## src/rtl/iob_cycle_responder.sv

```systemverilog
// FSB-side responder for slow I/O bus cycles: latches cycle attributes, runs a 4-phase REQ/ACK handshake, returns nDTACK or nBERR.
// Optional posted RAM-region writes are enabled by defining IOB_POSTED_WRITE_EN.
module iob_cycle_responder #(
  parameter int TIMEOUT     = 255,
  parameter int SYNC_STAGES = 2
) (
  input  logic CLK,
  input  logic RES,
  input  logic BACT,
  input  logic IOCS,
  input  logic IACS,
  input  logic SCSICS,
  input  logic IOPWCS,
  input  logic nWE,
  input  logic IOACK,
  output logic IOREQ,
  output logic IOWE,
  output logic IOIACK,
  output logic IOSCSI,
  output logic IOBUSY,
  output logic nDTACK,
  output logic nBERR
);

`ifdef IOB_POSTED_WRITE_EN
  localparam bit PW_EN = 1'b1;
`else
  localparam bit PW_EN = 1'b0;
`endif

  localparam logic [7:0] TC = 8'(TIMEOUT - 1);

  // IDLE wait start | REQ IOREQ high | RELEASE wait ACK low | TERM nDTACK low | ABORT nBERR low
  typedef enum logic [2:0] {S_IDLE, S_REQ, S_RELEASE, S_TERM, S_ABORT} state_t;

  state_t r_state;
  state_t w_state_nxt;
  logic   w_go;

  logic [SYNC_STAGES-1:0] r_ack_sync;
  logic [7:0]             r_cnt;
  logic                   r_iowe;
  logic                   r_ioiack;
  logic                   r_ioscsi;
  logic                   r_posted;
  logic                   r_pdtack;
  logic                   r_aborted;

  logic w_acks;
  logic w_start;
  logic w_pw_req;
  logic w_cpu_gone;
  logic w_tc;

  assign w_acks     = r_ack_sync[SYNC_STAGES-1];
  assign w_start    = BACT & (IOCS | IACS);
  assign w_pw_req   = PW_EN & BACT & IOPWCS & IOCS & ~nWE;
  assign w_cpu_gone = r_aborted | ~BACT;
  assign w_tc       = (r_cnt == TC);

  always_ff @(posedge CLK or posedge RES) begin
    if (RES) r_ack_sync <= '0;
    else     r_ack_sync <= {r_ack_sync[SYNC_STAGES-2:0], IOACK};
  end

  always_ff @(posedge CLK or posedge RES) begin
    if (RES) r_state <= S_IDLE;
    else     r_state <= w_state_nxt;
  end

  // A pending posted acknowledge blocks restart so the same CPU cycle is not serviced twice.
  always_comb begin
    w_state_nxt = r_state;
    w_go        = 1'b0;
    case (r_state)
      S_IDLE: begin
        if (w_start && !w_acks && !r_pdtack) begin
          w_state_nxt = S_REQ;
          w_go        = 1'b1;
        end
      end
      S_REQ: begin
        if (w_acks)    w_state_nxt = S_RELEASE;
        else if (w_tc) w_state_nxt = (r_posted || w_cpu_gone) ? S_IDLE : S_ABORT;
      end
      S_RELEASE: begin
        if (!w_acks) w_state_nxt = (r_posted || w_cpu_gone) ? S_IDLE : S_TERM;
      end
      S_TERM: begin
        if (!BACT) w_state_nxt = S_IDLE;
      end
      S_ABORT: begin
        if (!BACT && !w_acks) w_state_nxt = S_IDLE;
      end
      default: w_state_nxt = S_IDLE;
    endcase
  end

  always_ff @(posedge CLK or posedge RES) begin
    if (RES) begin
      r_cnt     <= '0;
      r_iowe    <= 1'b0;
      r_ioiack  <= 1'b0;
      r_ioscsi  <= 1'b0;
      r_posted  <= 1'b0;
      r_aborted <= 1'b0;
      r_pdtack  <= 1'b0;
    end else begin
      if (w_go) begin
        r_iowe    <= ~nWE;
        r_ioiack  <= IACS;
        r_ioscsi  <= SCSICS;
        r_posted  <= w_pw_req;
        r_cnt     <= '0;
        r_aborted <= 1'b0;
      end else begin
        if (r_state == S_REQ && r_cnt != 8'hFF) r_cnt <= r_cnt + 8'd1;
        if ((r_state == S_REQ || r_state == S_RELEASE) && !BACT) r_aborted <= 1'b1;
        if (w_state_nxt == S_IDLE) r_posted <= 1'b0;
      end
      if (w_go && w_pw_req) r_pdtack <= 1'b1;
      else if (!BACT)       r_pdtack <= 1'b0;
    end
  end

  assign IOREQ  = (r_state == S_REQ);
  assign IOBUSY = (r_state == S_REQ) || (r_state == S_RELEASE);
  assign IOWE   = r_iowe;
  assign IOIACK = r_ioiack;
  assign IOSCSI = r_ioscsi;
  assign nDTACK = ~((r_state == S_TERM) | r_pdtack);
  assign nBERR  = ~(r_state == S_ABORT);

endmodule

```

## config.mk

```make
export PLATFORM = sky130hd
export DESIGN_NAME = iob_cycle_responder
export DESIGN_NICKNAME = d
export VERILOG_FILES = /design/src/rtl/iob_cycle_responder.sv
export SDC_FILE = /design/constraint.sdc
export NUM_CORES = 1
export LEC_CHECK = 0
export BUFFER_PORTS_ARGS = -buffer_cell sky130_fd_sc_hd__buf_2
export CAP_MARGIN = 20
export CELL_PAD_IN_SITES_DETAIL_PLACEMENT = 0
export CELL_PAD_IN_SITES_GLOBAL_PLACEMENT = 1
export CORE_MARGIN = 4
export CORE_UTILIZATION = 44
export DETAILED_ROUTE_END_ITERATION = 12
export MAX_ROUTING_LAYER = met4
export PLACE_DENSITY = 0.85
export SETUP_SLACK_MARGIN = 0.1
export SYNTH_ARGS = -nofsm -noshare
export SYNTH_HDL_FRONTEND = slang
export SYNTH_SLANG_ARGS = --single-unit
export TNS_END_PERCENT = 1
```

## constraint.sdc

```tcl
create_clock -name CLK -period 2.8 [get_ports CLK]
set_input_delay 0.42 -clock CLK [delete_from_list [all_inputs] [get_ports CLK]]
set_output_delay 0.42 -clock CLK [all_outputs]
set_load 0.03 [all_outputs]
```

==> results by group <==
Logic synthesis
  – Synth Cell Area: 915 um2
  – Synthesized area per cell: 9.94 um2
  – Yosys reg bits: 17
  – Seq/Total Area, Yosys: 0.465
  – Main synth FF type: dfrtp_1
  – Netlist cell types: 31
  – Post-synth EDFFs: 0
  – Synth async-reset ratio: 1.00
  – Yosys warns: 0
  – Cell count after synthesis: 92
  – Syn Nets: 103

Critical path
  – Max stage delay on crit path: 0.52 ns
  – Worst R2R End: IOIACK
  – Crit path required time: 2.38 ns
  – Worst r2r path cells: 3
  – Slowest-stage cell, CP: dfrtp_1
  – Worst reg2reg startpoint: r_state[1]
  – Critical path, cell by cell: or3b_4 > inv_2 > buf_2
  – Setup crit end kind: output pin
  – Critical setup path kind: reg -> out
  – R2R Setup Slk: 1.06 ns
  – CP arrival: 1.61 ns
  – Crit-path max FO: 8
  – CP Launch Type: register

Placed design
  – Port-buffer cells: 14
  – Place WS: 1.07 ns
  – Routability cong.: 0.779
  – Post-DP HPWL: 1290 um

Detailed routing
  – Residual DRC: 0
  – Vias per cell: 5.22
  – Antenna Nets Post-Route: 0
  – Met2 WL: 791 um
  – WL per Instance: 12.8 um
  – Top Layer Used: met4
  – Drt total wl: 1720 um
  – DR vias: 705
  – First-pass DRT Iterations: 2
  – DR WL met3: 39 um
  – WL met1: 882 um
  – Initial DRC Count: 4

Clocking
  – CTS tree: yes
  – Clk sink count: 17
  – H-tree levels: 1
  – Root buf cell: clkbuf_4
  – Hold Buf Count CTS: 0
  – Resize count post-CTS: 0
  – Reg clk slew, reported paths: 0.10 ns
  – Num CTS Buffers: 3
  – Setup Fix Bufs, Post-CTS: 0
  – Clk Latency, worst-skew pair: 0.29 ns
  – CTS max path bufs: 2

Die
  – Standard-cell row count: 16
  – I/O pins: 16
  – Chip Width: 53.6 um
  – Die Area: 2870 um2
  – Die Y: 53.6 um
  – Initial Util: 0.466
  – Core box area: 1960 um2

Power and ir drop
  – Worst VDD drop: 0.530 mV
  – Pwr Density: 862 nW/um2
  – LEAKAGE: 0.000441 uW

Timing
  – Setup-failing EPs final: 0
  – Worst Tran Pin Value: 0.646 ns
  – Smallest setup slack after layout: 0.765 ns
  – Final hold vios: 0
  – Slew Limit Fails: 0
  – Setup TNS: 0 ns
  – Final Skew: 0.0101 ns
  – Crit path time final: 2.03 ns
  – RSZ-0062 raised after global routing: false
  – Tcrit/Tclk final: 0.727
  – Max-slew headroom at the worst pin: 0.569
  – Max frequency: 0.492 GHz

Final layout
  – Layout cells sized above 1: 0.241
  – Net count, final: 120
  – Commonest non-fill, non-tap cell in the layout: dfrtp_1
  – Commonest non-fill, non-tap cells in the layout: dfrtp_1, buf_2, nor2_1, nand3_1, nand2_1
  – Inserted Diodes: 0
  – Layout area overhead: 12.2%

Global route
  – Initial antenna violation count: 0
  – GRT overflow: 0
  – Largest net degree at the start of global routing: 18
  – First-pass GRT wire length: 3060 um
  – Total Routing Usage GR: 0.151
  – Vias in the first global route: 692

Run status
  – Status: finished clean

Run
  – Max Cap Viol: 0

Min path
  – Hold WC Path Type: in -> async
## area by class of cell
| class | instances | area [um2] |
|---|---|---|
| repair buffers | 14 | 70.1 |
| flip-flops and latches | 17 | 425 |
| inverters | 6 | 22.5 |
| clock buffers | 4 | 26.3 |
| multi-input cells | 67 | 448 |
| fillers | 208 | 936 |
| well taps | 27 | 33.8 |
## registers in the layout, summed over array words and instances (netlist names)
| signal | cells |
|---|---|
| IOWE | 1 |
| r_ack_sync | 2 |
| IOIACK | 1 |
| r_cnt | 8 |
| r_state | 3 |
| r_aborted | 1 |
| IOSCSI | 1 |
## where the power goes
part           switching (uW)  internal (uW)  leakage (uW)
Sequential               74.1            309      0.000218
Combinational             226            146      0.000208
Clock                    75.0           55.3     0.0000150
## per-stage QoR
step / hold slack, ns / utilization / area [um2] / total power, uW / std cells
after floorplan: 0.331 / - / 915 / 691 / 92
after global placement: 0.335 / 0.510 / 1000 / 757 / 131
after detailed placement: 0.338 / 0.510 / 1000 / 763 / 131
after CTS: 0.219 / 0.523 / 1030 / 894 / 135
after global routing: 0.220 / 0.523 / 1030 / 962 / 135
final: 0.199 / 0.523 / 1030 / 884 / 135
## cell usage after synthesis, drive strengths merged (3+ instances only)
master  number  area [um2]
dfrtp       17         425
nor2        13        51.3
nand3        8        40.0
inv          6        22.5
nand2        6        22.5
o21ai        5        25.0
a21oi        4        20.0
nor3         4        20.0
nor4         3        46.3
## cells by family after synthesis
kind of cell	share of synthesized area
AO/OA/AOI/OAI	0.124
XOR/XNOR	0.0192
flip-flops	0.465
AND/OR/NAND/NOR	0.286
adder cells (fa/ha/maj)	0.0274
multiplexers	0.0328
buffers and inverters	0.0451
## layer usage
| metal | GRT usage | up-vias |
|---|---|---|
| met4 | 0.0511 | 0 |
| met5 | - | - |
| met2 | 0.224 | 6 |
| met1 | 0.204 | 332 |
| li1 | - | 365 |
| met3 | 0.0332 | 2 |
## worst max-delay path, delay by kind of cell, from the launching register on
| kind | cells | cell delay (ns) |
|---|---|---|
| flip-flops | 1 | 0.52 |
| buffers and inverters | 2 | 0.34 |
| AND/OR/NAND/NOR | 1 | 0.47 |
## worst max path at each step
stage	startpoint	endpoint	slack [ns]
after floorplan	r_state[1]	IOIACK	1.20
final	r_state[0]	IOREQ	0.77
after CTS	r_state[1]	IOREQ	0.77
after global placement	r_state[1]	IOIACK	1.08
after global routing	r_state[0]	IOREQ	0.69
after detailed placement	r_state[1]	IOSCSI	1.07
No activity file was read; power rests on OpenSTA's default activity.
